===== src/rtl/rv_pkg.sv =====
// Shared RV32 definitions for the fetch front end.
// Contents: XLEN, base opcode constants, fetch FSM state type,
//           next-PC select type and a word-alignment helper.
package rv_pkg;

  localparam int unsigned XLEN     = 32;
  localparam int unsigned OPCODE_W = 7;

  localparam logic [OPCODE_W-1:0] OP_R      = 7'b0110011;
  localparam logic [OPCODE_W-1:0] OP_I      = 7'b0010011;
  localparam logic [OPCODE_W-1:0] OP_LOAD   = 7'b0000011;
  localparam logic [OPCODE_W-1:0] OP_STORE  = 7'b0100011;
  localparam logic [OPCODE_W-1:0] OP_BRANCH = 7'b1100011;
  localparam logic [OPCODE_W-1:0] OP_JAL    = 7'b1101111;
  localparam logic [OPCODE_W-1:0] OP_JALR   = 7'b1100111;

  typedef enum logic [1:0] {
    S_IDLE   = 2'd0,
    S_REQ    = 2'd1,
    S_VALID  = 2'd2,
    S_SQUASH = 2'd3
  } fetch_state_t;

  typedef enum logic [1:0] {
    PC_HOLD  = 2'd0,
    PC_INC   = 2'd1,
    PC_REDIR = 2'd2
  } pc_sel_t;

  // Clears the byte offset so fetches are always word aligned.
  function automatic logic [XLEN-1:0] align_word(input logic [XLEN-1:0] a);
    return {a[XLEN-1:2], 2'b00};
  endfunction

endpackage


===== src/rtl/instr_fetch_pc_gen.sv =====
// pc_gen: next fetch-PC selection and misaligned-target detection.
// Ports:
//   i_fetch_pc        current fetch address
//   i_sel             hold / +4 / redirect
//   i_redirect_target raw redirect target (may be misaligned)
//   o_next_pc_c       next fetch address (combinational)
//   o_misalign_c      redirect taken to a non-word-aligned target (combinational)
module pc_gen
  import rv_pkg::*;
(
  input  logic [XLEN-1:0] i_fetch_pc,
  input  pc_sel_t         i_sel,
  input  logic [XLEN-1:0] i_redirect_target,
  output logic [XLEN-1:0] o_next_pc_c,
  output logic            o_misalign_c
);

  // Next-PC mux; +4 wraps naturally at 32 bits.
  always_comb begin
    o_next_pc_c = i_fetch_pc;
    unique case (i_sel)
      PC_INC:   o_next_pc_c = i_fetch_pc + XLEN'(4);
      PC_REDIR: o_next_pc_c = align_word(i_redirect_target);
      default:  o_next_pc_c = i_fetch_pc;
    endcase
  end

  assign o_misalign_c = (i_sel == PC_REDIR) && (i_redirect_target[1:0] != 2'b00);

endmodule


===== src/rtl/instr_fetch.sv =====
// instr_fetch: single-outstanding instruction fetch unit with redirect/squash.
// Ports:
//   clk, rst                      clock, synchronous active-high reset
//   imem_req/imem_addr            request to instruction memory (state-decoded)
//   imem_ack/imem_rdata           memory response
//   instr_valid/instr/opcode/pc   registered instruction to the decoder
//   instr_ready                   decoder accepts the instruction
//   redirect/redirect_target      jump / taken-branch redirect
//   misalign                      one-cycle pulse for a misaligned redirect target
//   fetch_count                   number of instructions accepted downstream
module instr_fetch
  import rv_pkg::*;
#(
  parameter logic [31:0] RESET_PC = 32'h0000_0000
) (
  input  logic                clk,
  input  logic                rst,
  output logic                imem_req,
  output logic [XLEN-1:0]     imem_addr,
  input  logic                imem_ack,
  input  logic [XLEN-1:0]     imem_rdata,
  output logic                instr_valid,
  output logic [XLEN-1:0]     instr,
  output logic [OPCODE_W-1:0] opcode,
  output logic [XLEN-1:0]     pc,
  input  logic                instr_ready,
  input  logic                redirect,
  input  logic [XLEN-1:0]     redirect_target,
  output logic                misalign,
  output logic [XLEN-1:0]     fetch_count
);

  fetch_state_t    r_state;
  fetch_state_t    w_state_nxt;
  logic [XLEN-1:0] r_fetch_pc;
  logic [XLEN-1:0] r_squash_addr;
  logic [XLEN-1:0] r_instr;
  logic [XLEN-1:0] r_pc;
  logic            r_instr_valid;
  logic            r_misalign;
  logic [XLEN-1:0] r_fetch_count;

  pc_sel_t         w_sel;
  logic            w_load_instr;
  logic            w_clear_instr;
  logic            w_accept;
  logic            w_save_squash;
  logic [XLEN-1:0] w_next_pc;
  logic            w_misalign;

  pc_gen u_pc_gen (
    .i_fetch_pc        (r_fetch_pc),
    .i_sel             (w_sel),
    .i_redirect_target (redirect_target),
    .o_next_pc_c       (w_next_pc),
    .o_misalign_c      (w_misalign)
  );

  // State register.
  always_ff @(posedge clk) begin
    if (rst) r_state <= S_IDLE;
    else     r_state <= w_state_nxt;
  end

  // Next-state and datapath control; redirect outranks ack and ready.
  always_comb begin
    w_state_nxt   = r_state;
    w_sel         = PC_HOLD;
    w_load_instr  = 1'b0;
    w_clear_instr = 1'b0;
    w_accept      = 1'b0;
    w_save_squash = 1'b0;
    unique case (r_state)
      S_IDLE: begin
        w_state_nxt = S_REQ;
      end
      S_REQ: begin
        if (redirect) begin
          w_sel = PC_REDIR;
          if (imem_ack) begin
            w_state_nxt = S_REQ;
          end else begin
            // Old request still in flight: remember its address until acked.
            w_state_nxt   = S_SQUASH;
            w_save_squash = 1'b1;
          end
        end else if (imem_ack) begin
          w_load_instr = 1'b1;
          w_state_nxt  = S_VALID;
        end
      end
      S_VALID: begin
        if (redirect) begin
          w_sel         = PC_REDIR;
          w_clear_instr = 1'b1;
          w_state_nxt   = S_REQ;
        end else if (instr_ready) begin
          w_sel         = PC_INC;
          w_clear_instr = 1'b1;
          w_accept      = 1'b1;
          w_state_nxt   = S_REQ;
        end
      end
      S_SQUASH: begin
        if (redirect) w_sel = PC_REDIR;
        if (imem_ack) w_state_nxt = S_REQ;
      end
      default: begin
        w_state_nxt = S_IDLE;
      end
    endcase
  end

  // Datapath registers.
  always_ff @(posedge clk) begin
    if (rst) begin
      r_fetch_pc    <= RESET_PC;
      r_squash_addr <= RESET_PC;
      r_instr       <= '0;
      r_pc          <= RESET_PC;
      r_instr_valid <= 1'b0;
      r_misalign    <= 1'b0;
      r_fetch_count <= '0;
    end else begin
      r_fetch_pc <= w_next_pc;
      r_misalign <= w_misalign;
      if (w_save_squash) r_squash_addr <= r_fetch_pc;
      if (w_load_instr) begin
        r_instr       <= imem_rdata;
        r_pc          <= r_fetch_pc;
        r_instr_valid <= 1'b1;
      end else if (w_clear_instr) begin
        // Zero instr while invalid so the decoder sees all-zero controls.
        r_instr       <= '0;
        r_instr_valid <= 1'b0;
      end
      if (w_accept) r_fetch_count <= r_fetch_count + XLEN'(1);
    end
  end

  // Request side decodes only from registered state; squash keeps the old address.
  assign imem_req    = (r_state == S_REQ) || (r_state == S_SQUASH);
  assign imem_addr   = (r_state == S_SQUASH) ? r_squash_addr : r_fetch_pc;

  assign instr_valid = r_instr_valid;
  assign instr       = r_instr;
  assign opcode      = r_instr[OPCODE_W-1:0];
  assign pc          = r_pc;
  assign misalign    = r_misalign;
  assign fetch_count = r_fetch_count;

endmodule

===== config.mk =====
export PLATFORM = sky130hd
export DESIGN_NAME = instr_fetch
export DESIGN_NICKNAME = d
export VERILOG_FILES = /design/src/rtl/rv_pkg.sv /design/src/rtl/instr_fetch_pc_gen.sv /design/src/rtl/instr_fetch.sv
export SDC_FILE = /design/constraint.sdc
export NUM_CORES = 1
export LEC_CHECK = 0
export CAP_MARGIN = 30
export CORE_MARGIN = 2
export CORE_UTILIZATION = 45
export CTS_BUF_LIST = sky130_fd_sc_hd__clkbuf_4
export CTS_CLUSTER_SIZE = 8
export DETAILED_ROUTE_END_ITERATION = 10
export HOLD_SLACK_MARGIN = 0.02
export PLACE_DENSITY_LB_ADDON = 0.25
export SKIP_CTS_REPAIR_TIMING = 1
export SLEW_MARGIN = 30
export SYNTH_ARGS = -nofsm -noshare
export SYNTH_HDL_FRONTEND = slang
export SYNTH_HIERARCHICAL = 1
export SYNTH_SLANG_ARGS = --single-unit

===== constraint.sdc =====
create_clock -name clk -period 4 [get_ports clk]
set_clock_uncertainty 0.1 [all_clocks]
set_input_delay 0.8 -clock clk [delete_from_list [all_inputs] [get_ports clk]]
set_output_delay 0.8 -clock clk [all_outputs]
set_load 0.005 [all_outputs]

# Word level (Yosys, flattened, before mapping)
# Cells that the tools add are included.
[totals]
ff_bits = 164
in_bits = 69
output_inout_bits = 138
wordCells = 54
[classes]
addsub = 2
n_eq_ne = 8
n_mux = 28
reduce_logical = 8
[ops]
columns = ["op", "n"]
rows = [
  ["2-to-1 mux 32 bit", 3],
  ["one-hot mux 32 bit (2 select lines)", 1],
  ["adder 32 x 1 -> 32 bit, second input constant", 1],
  ["adder 32 x 3 -> 32 bit, second input constant", 1],
  ["2-to-1 mux 2 bit", 8],
  ["2-to-1 mux 1 bit", 14],
  ["one-hot mux 2 bit (4 select lines)", 1],
  ["== test 2 bit, second input constant", 3],
  ["!= test 3 bit, second input constant", 2],
  ["nonzero test 2 bit", 3],
  ["== test 2 x 1 -> 1 bit, second input constant", 2],
  ["one-hot mux 2 bit (2 select lines)", 1],
  ["AND reduction 3 bit", 1],
  ["zero test 2 bit", 1],
  ["!= test 2 bit, second input constant", 1],
  ["OR reduction 2 bit", 1],
  ["logical AND 1 bit", 1],
  ["logical OR 1 bit", 1],
]

# Longest topological paths before layout
# Gate-level depths: netlist of run 1.
[depth]
depth_word = 5
depth_mapped = 12

# Hierarchy
# The synthesis of run 1 kept the hierarchy.
[modules_own_cells]
columns = ["module", "instances", "cells_each", "area_per_inst_um2", "seq_area_each_um2"]
rows = [
  ["instr_fetch", 1, 706, 6248.5, 3283.1],
  ["pc_gen", 1, 222, 1383.8, 0.0],
]

# Worst setup path after synthesis of run 1
# No wires, ideal clock.
[synth_timing]
kind = "input -> register"
startpoint = "in redirect"
endpoint = "reg r_fetch_pc[29]"
setup_time_ps = 66
arrival_time_ps = 2857
required_time_ps = 3834
slack_ps = 977
cell_stages = 11
cell_sequence = "nand4bb_1 buf_2 inv_1 inv_1 ha_1 nand2b_1 nor2_1 nand4_4 or4_1 o211ai_1 nor2b_1"
[synth_via]
elab_chain_cells = 4
word_cells_on_any_way = 7
classes_between = "2 x eq/ne; 4 x mux; 1 x reduce/logical"
[synth_lines]
columns = ["element", "line_no", "source"]
rows = [
  ["from (decl)", "instr_fetch.sv:27", "input logic redirect,"],
  ["2-to-1 mux 2 bit, on equally long branches", "instr_fetch.sv:93, instr_fetch.sv:78, instr_fetch.sv:105", ""],
  ["one-hot mux 2 bit (2 select lines) *", "instr_fetch.sv:73", "unique case (r_state)"],
  ["== test 2 bit / == test 2 x 1 -> 1 bit (equally long branches)", "instr_fetch_pc_gen.sv:21", "unique case (i_sel)"],
  ["one-hot mux 32 bit (2 select lines) *", "instr_fetch_pc_gen.sv:21", ""],
  ["net w_next_pc[29]", "instr_fetch.sv:48", "logic [XLEN-1:0] w_next_pc;"],
  ["to (signal assigned)", "instr_fetch.sv:125", "r_fetch_pc <= w_next_pc;"],
  ["to (decl)", "instr_fetch.sv:35", "logic [XLEN-1:0] r_fetch_pc;"],
]
# Mark *: on every way through the listed nets, which the timed path passes. The rest lies on a longest branch.
# A chain may end at the register's enable or synchronous reset.

# Worst setup path in the final report of run 1
[layout_timing]
startpoint = "reg r_state[0]"
endpoint = "out imem_addr[10]"
[layout_via]
elab_chain_cells = 2
[layout_lines]
columns = ["element", "line_no", "source"]
rows = [
  ["from (decl)", "instr_fetch.sv:33", "fetch_state_t r_state;"],
  ["from (signal assigned)", "instr_fetch.sv:62", "else r_state <= w_state_nxt;"],
  ["== test 2 bit", "instr_fetch.sv:143", "assign imem_addr = (r_state == S_SQUASH) ? r_squash_addr : r_fetch_pc;"],
  ["2-to-1 mux 32 bit", "instr_fetch.sv:143", ""],
  ["to (decl)", "instr_fetch.sv:19", "output logic [XLEN-1:0] imem_addr,"],
]
# Every way passes these cells.

==> results of run 1 <==
==> layout by cell type, fill, tap and decap left out, types with 11 or more instances in the layout <==
cell type / instances
nand2_1: 167
nand3_1: 31
mux2_2: 32
inv_1: 15
nand4_1: 22
buf_4: 14
nor2_1: 71
dfxtp_1: 164
or4_1: 18
a21oi_1: 101
clkbuf_4: 21
a22oi_1: 47
mux2i_1: 11
o21ai_0: 24
o31ai_1: 16
clkdlybuf4s50_1: 205
or3_1: 13
nor2b_1: 37
==> registers in the layout, indices dropped and copies added, names as in the netlist <==
| name | cells |
|---|---|
| instr_valid | 1 |
| r_state | 2 |
| r_squash_addr | 32 |
| pc | 32 |
| fetch_count | 32 |
| r_fetch_pc | 32 |
| instr | 32 |
| misalign | 1 |
==> synthesized netlist by cell type, types with 11 or more instances <==
library cell	instances
a21oi_1	101
a22oi_1	47
clkbuf_1	53
dfxtp_1	164
inv_1	15
mux2_2	32
mux2i_1	11
nand2_1	167
nand3_1	31
nand4_1	22
nor2_1	71
nor2b_1	37
o21ai_0	24
o31ai_1	16
or3_1	13
or4_1	18
==> kinds of logic after synthesis <==
group / Yosys count / synth area share (%)
AOI/OAI and AO/OA: 219 / 17.6
xor gates and xnor gates: 7 / 0.803
adders and majority gates: 4 / 0.656
buffers and inverters: 89 / 5.16
DFF: 164 / 43.0
muxes: 43 / 6.16
and+or+nand+nor: 402 / 26.6
==> worst reg2reg max path, cell delays in order (launching register included) <==
cell,delay (ns)
dfxtp_1,0.53
nand4bb_1,0.17
inv_1,0.20
inv_1,0.08
ha_2,0.32
buf_4,0.46
nor2b_1,0.11
buf_4,0.23
a22o_1,0.21
a31oi_1,0.16
o31ai_1,0.09
nor2b_1,0.14
==> cell type report <==
| class | count | area, um2 | area share (%) |
|---|---|---|---|
| well taps | 220 | 275 | 2.73 |
| clock buffers | 21 | 158 | 1.57 |
| multi-input cells | 675 | 3960 | 39.4 |
| repair buffers | 220 | 2180 | 21.6 |
| diodes | 2 | 5.00 | 0.0497 |
| flip-flops and latches | 164 | 3280 | 32.6 |
| clock inverters | 9 | 131 | 1.30 |
| inverters | 16 | 73.8 | 0.733 |
==> metrics by stage <==
| stage | instance area, um2 | setup WS [ns] | instances |
|---|---|---|---|
| 2_1_floorplan | 7630 | 0.977 | 928 |
| 5_1_grt | 10100 | 0.587 | 1327 |
| 6_report | 10100 | 0.733 | 1327 |
| 3_3_place_gp | 9770 | 0.317 | 1295 |
| 4_1_cts | 10100 | 0.662 | 1325 |
| 3_5_place_dp | 9770 | 0.260 | 1295 |
==> report_power, final <==
| group | internal (mW) | leakage [nW] | switching [mW] |
|---|---|---|---|
| combinational | 0.159 | 1.96 | 0.143 |
| sequential | 1.66 | 1.32 | 0.0317 |
| clock | 0.455 | 0.153 | 0.570 |
| total | 2.27 | 3.43 | 0.745 |
==> layer usage <==
metal / part of all wire, % / up-vias
li1: - / 3611
met1: 45 / 3428
met2: 47 / 246
met3: 6.4 / 31
met4: 1.6 / 0
met5: 0 / -
==> how the worst max path moves through the flow <==
stage	startpoint	end	slack, ns
floorplan	redirect	r_fetch_pc[29]	0.98
global placement	redirect	r_fetch_pc[25]	0.32
detailed placement	redirect	r_fetch_pc[25]	0.26
CTS	r_state[0]	imem_addr[0]	0.66
global route	r_state[0]	imem_addr[9]	0.59
finish	r_state[0]	imem_addr[10]	0.73
==> results.cfg, run 1 <==
[floorplan]
io_pins = 207
core_mm2 = 0.0166
dieArea_mm2 = 0.0180
die_y_um = 134
rows = 47
initial_core_util_pct = 46.0
die_w_um = 134

[timing]
layout_min_cycle_time_ns = 3.27
tightest_slew_ns = 0.720
relSlewSlack_pct = 52.0
holdWs_ns = 0.360
report.final.slew_viol_count = 0
rsz0062_at_grt = no
post-route-period-util_pct = 81.7
finalSetupTns_ns = 0
setup_viol = 0
hold_viol = 0
fmaxAchievable_mhz = 306

[critical_path]
crit_cells = 4
cp-start-kind = flop
cpMaxStageDelayCell = clkdlybuf4s50_1
r2r_start = r_state[1]
crit_family = buffers and inverters
rrSetupSlack_ns = 1.10
slowest_delay_ns = 0.49
cp_data_required_time_ns = 3.10
reg2reg_to = r_fetch_pc[25]
cp_data_arrival_time_ns = 2.37
cp_num_buf_inv = 2
end_kind = output port
crit_type = flop to output port
worstPathCellList = nand2_1 > buf_4 > mux2_2 > clkdlybuf4s50_1
r2r_cells = 11
critPathMaxFanout = 32

[global_route]
grt_util_met3_pct = 5.44
antenna_found_initial = 1
grt_overflow = 0
track_usage_pct = 23.5
busiest_layer = met2
grt_pass1_vias = 6746
use_met1_pct = 31.2
grt_first_pass_wirelength_um = 34400
grt_max_degree = 71
grtUsageMet2_pct = 37.7

[clocking]
clk_pin_slew_ns = 0.12
root_buffer = clkbuf_4
insertion_delay_ns = 0.56
cts_sinks = 164
cts_made_buffers = 17
tritoncts = yes
h-tree-depth = 4
clock_path_buffers = 2

[synth]
ys_warn_count = 6
synthArstFlopShare_pct = 0
synth_nets = 1001
synth.yosys.seq_area_share_pct = 43.0
syn_area_mm2 = 0.00763
yosys.area.top_type_share_pct = 43.0
synthDistinctLibCells = 58
avgSynthCellArea_um2 = 8.22
ys.flop_type = dfxtp_1
synth.largest_area_cell = dfxtp_1
ys_ff_latch = 164
synth_edf_count = 0
syn_inst = 928
yosys-top-cells-area = dfxtp_1 (43%), nand2_1 (8.2%), a21oi_1 (6.6%)

[power_and_ir_drop]
cellPowerDensity_mw_per_mm2 = 300
ir_worst_vdd_mv = 0.173
p_leak_nw = 3.43
total_power_mw = 3.02

[route]
firstDrtPassIters = 5
wire_per_inst_um = 16.1
drtAntennaViolNets = 0
drt_iter0_markers = 553
drt-vias-per-instance = 5.51
wl_um = 21300
drc = 0
vias = 7316

[min_path]
hold_path_class = flop to flop
hold_start = r_squash_addr[21]
worstHoldEndpoint = r_squash_addr[21]
hold_depth = 2

[final_layout]
drive_gt1_share_pct = 8.60
fin_util_pct = 60.7
nFillCells = 1520
finalNetCount = 1167
area_delta_synth_final_pct = 31.9

[place]
port_buffers = 206
routabilityCongestion = 0.890
dp_hpwl_um = 14100

[outcome]
status = completed

[job]
maxCapViolCount = 0
(Power assumes the default switching activity.)
==> run 2, diff against run 1 <==
==> constraint.sdc (replaced) <==
create_clock -name clk -period 2.63 [get_ports clk]
set_clock_uncertainty 0.1 [all_clocks]
set_input_delay 0.526 -clock clk [delete_from_list [all_inputs] [get_ports clk]]
set_output_delay 0.526 -clock clk [all_outputs]
set_load 0.005 [all_outputs]
==> run 2 against run 1 <==
  * Worst hold slack improved by 0.0021 ns
  * Non-clock buffer count increased by 43
  * Final cell count increased by 3.3%
  * Critical endpoint is now imem_addr[8]
  * Sequential cell count unchanged
  * Sequential power increased by 51%
  * Utilization increased by 3.2 points
  * Register-to-register slack got worse by 0.95 ns
==> results.cfg, run 2 (synthesized netlist as in run 1, its figures left out) <==
[outcome]
status = completed

[global_route]
grt_first_pass_wirelength_um = 34500
track_usage_pct = 23.7
grt_overflow = 0
grt_pass1_vias = 6762
antenna_found_initial = 1
grt_max_degree = 59

[clocking]
root_buffer = clkbuf_4
clock_path_buffers = 2
clk_pin_slew_ns = 0.12
cts_sinks = 164
insertion_delay_ns = 0.57
tritoncts = yes
h-tree-depth = 4
cts_made_buffers = 17

[route]
wl_um = 22400
drt-vias-per-instance = 5.50
drt_iter0_markers = 572
wire_per_inst_um = 16.3
drc = 0
vias = 7544
drtAntennaViolNets = 0
firstDrtPassIters = 7

[critical_path]
crit_start = r_state[0]
cp_data_arrival_time_ns = 2.00
reg2reg_to = r_fetch_pc[14]
critPathMaxFanout = 10
r2r_cells = 9
cp-start-kind = flop
end_kind = output port
r2r_start = r_state[1]
rrSetupSlack_ns = 0.15
critPathCapture = imem_addr[8]
cp_data_required_time_ns = 2.00
crit_type = flop to output port

[timing]
rsz0062_at_grt = yes
relSlewSlack_pct = 54.1
tightest_slew_ns = 0.688
hold_viol = 0
fmaxAchievable_mhz = 381
fin_ws_ns = 0.00340
report.final.slew_viol_count = 0
holdWs_ns = 0.362
layout_min_cycle_time_ns = 2.63
setup_viol = 0
post-route-period-util_pct = 99.9

[floorplan]
die_y_um = 134
die_w_um = 134
rows = 47
dieArea_mm2 = 0.0180
io_pins = 207
core_mm2 = 0.0166
initial_core_util_pct = 46.0

[min_path]
hold_path_class = flop to flop

[final_layout]
nFillCells = 1460
finalNetCount = 1210
final_cell_mix = clkdlybuf4s50_1 (173), nand2_1 (166), dfxtp_1 (162), a21oi_1 (101), nor2_1 (70)
instances_no_fill = 1371
drive_gt1_share_pct = 13.0
fin_util_pct = 63.9
final_common_cell = clkdlybuf4s50_1
area_delta_synth_final_pct = 38.8

[place]
dpl.cell_count = 1326
port_buffers = 206
dp_hpwl_um = 14800
place_ws_ns = -0.429
routabilityCongestion = 0.914

[power_and_ir_drop]
cellPowerDensity_mw_per_mm2 = 432
ir_worst_vdd_mv = 0.265
p_leak_nw = 4.21

[job]
maxCapViolCount = 0
[run 2: cell count changes in the layout (fill, tap and decap cells not counted), moves of 2 or more]
| cell | previous run | this run |
|---|---|---|
| clkdlybuf4s50_1 | 205 | 173 |
| clkbuf_2 | 0 | 4 |
| clkbuf_16 | 0 | 2 |
| dfxtp_1 | 164 | 162 |
| dfxtp_2 | 0 | 2 |
| buf_4 | 14 | 45 |
| clkinv_2 | 1 | 4 |
| clkbuf_4 | 21 | 19 |
| buf_12 | 1 | 8 |
| dlymetal6s2s_1 | 0 | 28 |
| buf_8 | 0 | 2 |
[run 2: final cells by class]
class	count	area, um2	share of cell area [%]
clock buffer	19	143	1.35
tap	220	275	2.60
multi-input combinational	675	3990	37.7
antenna	1	2.50	0.0236
clock inverter	13	133	1.25
sequential	164	3290	31.0
inverter	16	73.8	0.697
timing repair buffer	263	2690	25.4
[run 2: critical path: stages (launching register included)]
cell and delay (ns):
dfxtp_2 0.35, buf_8 0.14, nand2_8 0.09, buf_6 0.11
clkbuf_16 0.15, buf_4 0.12, mux2_2 0.33, dlymetal6s2s_1 0.15
[run 2: how the worst min path moves through the flow]
stage                            from           endpoint  cells after the start
finish              r_squash_addr[29]  r_squash_addr[29]                      2
global route                      rst     fetch_count[7]                      2
CTS                               rst          instr[14]                      2
detailed placement  r_squash_addr[31]  r_squash_addr[31]                      2
global placement     r_squash_addr[7]   r_squash_addr[7]                      2
floorplan            r_squash_addr[0]   r_squash_addr[0]                      2
[run 2: stage by stage]
step	setup TNS [ns]	area (um2)	power [mW]
2_1_floorplan	0	7640	2.84
3_3_place_gp	-11.44	10100	3.12
3_5_place_dp	-11.92	10100	3.12
4_1_cts	-8.25	10400	4.60
5_1_grt	-0.357	10600	4.76
6_report	0	10600	4.58
[run 2: power breakdown]
part | switching (mW) | internal (mW) | total [mW]
logic | 0.243 | 0.283 | 0.526
clock network | 0.908 | 0.581 | 1.49
registers | 0.0414 | 2.52 | 2.56
total | 1.19 | 3.38 | 4.58
[run 2: per-layer routing]
layer | GRT usage [%] | part of all wire [%]
met3 | 5.93 | 7.3
met4 | 6.67 | 1.5
met1 | 31.4 | 44
met5 | 0 | 0
met2 | 38.5 | 47
==> run 3, diff against run 2 <==
--- a/config.mk
+++ b/config.mk
@@ -13,9 +13,11 @@
 export DETAILED_ROUTE_END_ITERATION = 10
 export HOLD_SLACK_MARGIN = 0.02
 export PLACE_DENSITY_LB_ADDON = 0.25
+export REMOVE_ABC_BUFFERS = 1
 export SKIP_CTS_REPAIR_TIMING = 1
 export SLEW_MARGIN = 30
 export SYNTH_ARGS = -nofsm -noshare
 export SYNTH_HDL_FRONTEND = slang
 export SYNTH_HIERARCHICAL = 1
 export SYNTH_SLANG_ARGS = --single-unit
+export TNS_END_PERCENT = 100
==> run 3 against run 2 <==
  * Count of clock-buffer cells in the layout down 2
  * Critical path type unchanged
  * Largest cell class unchanged
  * Sequential share of layout area up 0.12 points
  * Global-route usage down 0.11 points
  * Die area unchanged
  * Utilization down 0.28 points
  * Routed wire length down 3.0%
  * First-iteration DRC count down 11%
  * The flow now finishes with violations (negative setup slack)
  * Register-to-register slack better by 0.03 ns
==> results.cfg, run 3 (synthesized netlist as in run 1, its figures left out) <==
[timing]
tightest_slew_ns = 0.438
post-route-period-util_pct = 105
relSlewSlack_pct = 70.6
setup_viol = 10
report.final.slew_viol_count = 0
hold_viol = 0
layout_min_cycle_time_ns = 2.77
finalSetupTns_ns = -1.13
fmaxAchievable_mhz = 361
holdWs_ns = 0.259
fin_ws_ns = -0.137
rsz0062_at_grt = yes

[route]
drt-vias-per-instance = 5.40
wl_um = 21700
drtAntennaViolNets = 0
drc = 0
wire_per_inst_um = 15.9
drt_iter0_markers = 509
vias = 7367
firstDrtPassIters = 5

[global_route]
grt_pass1_vias = 6786
grt_first_pass_wirelength_um = 34500
grt_overflow = 0
track_usage_pct = 23.6
antenna_found_initial = 1
grt_max_degree = 51

[final_layout]
final_cell_mix = clkdlybuf4s50_1 (183), nand2_1 (166), dfxtp_1 (163), a21oi_1 (101), nor2_1 (71)
finalNetCount = 1202
area_delta_synth_final_pct = 38.2
final_common_cell = clkdlybuf4s50_1
drive_gt1_share_pct = 11.6

[clocking]
tritoncts = yes
cts_sinks = 164
insertion_delay_ns = 0.59
h-tree-depth = 4
clock_path_buffers = 2
cts_made_buffers = 17
root_buffer = clkbuf_4
clk_pin_slew_ns = 0.13

[critical_path]
cp_data_arrival_time_ns = 2.14
slowest_delay_ns = 0.44
cp_num_buf_inv = 3
worstPathCellList = buf_6 > nand2_8 > buf_12 > mux2_2 > clkdlybuf4s50_1
end_kind = output port
crit_type = flop to output port
cpMaxStageDelayCell = clkdlybuf4s50_1
crit_family = buffers and inverters
cp-start-kind = flop
cp_data_required_time_ns = 2.00
critPathMaxFanout = 16

[job]
maxCapViolCount = 0

[power_and_ir_drop]
power_frac_seq_pct = 54.2
total_power_mw = 4.73
p_leak_nw = 4.06
combPwrFrac_pct = 10.8
p_int_mw = 3.54
pwr-share-clk_pct = 35.0
p_switching_mw = 1.19
ir_worst_vdd_mv = 0.251
p_sw_share_pct = 25.1
cellPowerDensity_mw_per_mm2 = 448

[place]
routabilityCongestion = 0.882
dp_hpwl_um = 15100
port_buffers = 206
place_ws_ns = -0.424

[floorplan]
die_w_um = 134
initial_core_util_pct = 46.0
die_y_um = 134
rows = 47
core_mm2 = 0.0166
dieArea_mm2 = 0.0180
io_pins = 207

[outcome]
status = finished, violations left
violations = negative setup slack

[min_path]
hold_path_class = primary input to flop
run 3: per-stage QoR:
stage / utilization (%) / area (um2) / std cells
2_1_floorplan: - / 7310 / 855
3_3_place_gp: 60.9 / 10100 / 1326
3_5_place_dp: 60.9 / 10100 / 1326
4_1_cts: 62.8 / 10400 / 1358
5_1_grt: 63.6 / 10500 / 1363
6_report: 63.6 / 10500 / 1363
run 3: path summary, 6_finish.rpt:
kind	start	end	slack [ns]	cells past startpoint
setup / recovery	r_state[0]	imem_addr[18]	-0.14	5
hold / removal	rst	r_state[0]	0.26	2
setup reg to reg	r_state[1]	r_fetch_pc[29]	0.18	10
hold reg to reg	pc[22]	pc[22]	0.36	2
run 3: cell type report:
type	count	area (um2)
Clock inverter	15	188
Multi-Input combinational cell	675	3980
Inverter	16	73.8
Tap cell	220	275
Clock buffer	17	128
Sequential cell	164	3280
Antenna cell	1	2.50
Timing Repair Buffer	255	2620
Fill cell	1436	6040
run 3: metal layers:
metal	GRT usage [%]	part of all wire, %	wire (um)
met1	31.1	45	9700
met2	36.3	45	9830
met3	7.71	7.9	1720
met4	8.48	2.2	473
met5	0	0	0
run 3: power groups by stage:
stage,logic [mW],registers [mW],clock network (mW)
after detailed placement,0.502,2.61,0
after global routing,0.555,2.57,1.81
after CTS,0.505,2.56,1.70
final,0.509,2.56,1.65
after global placement,0.498,2.61,0
after floorplan,0.173,2.61,0
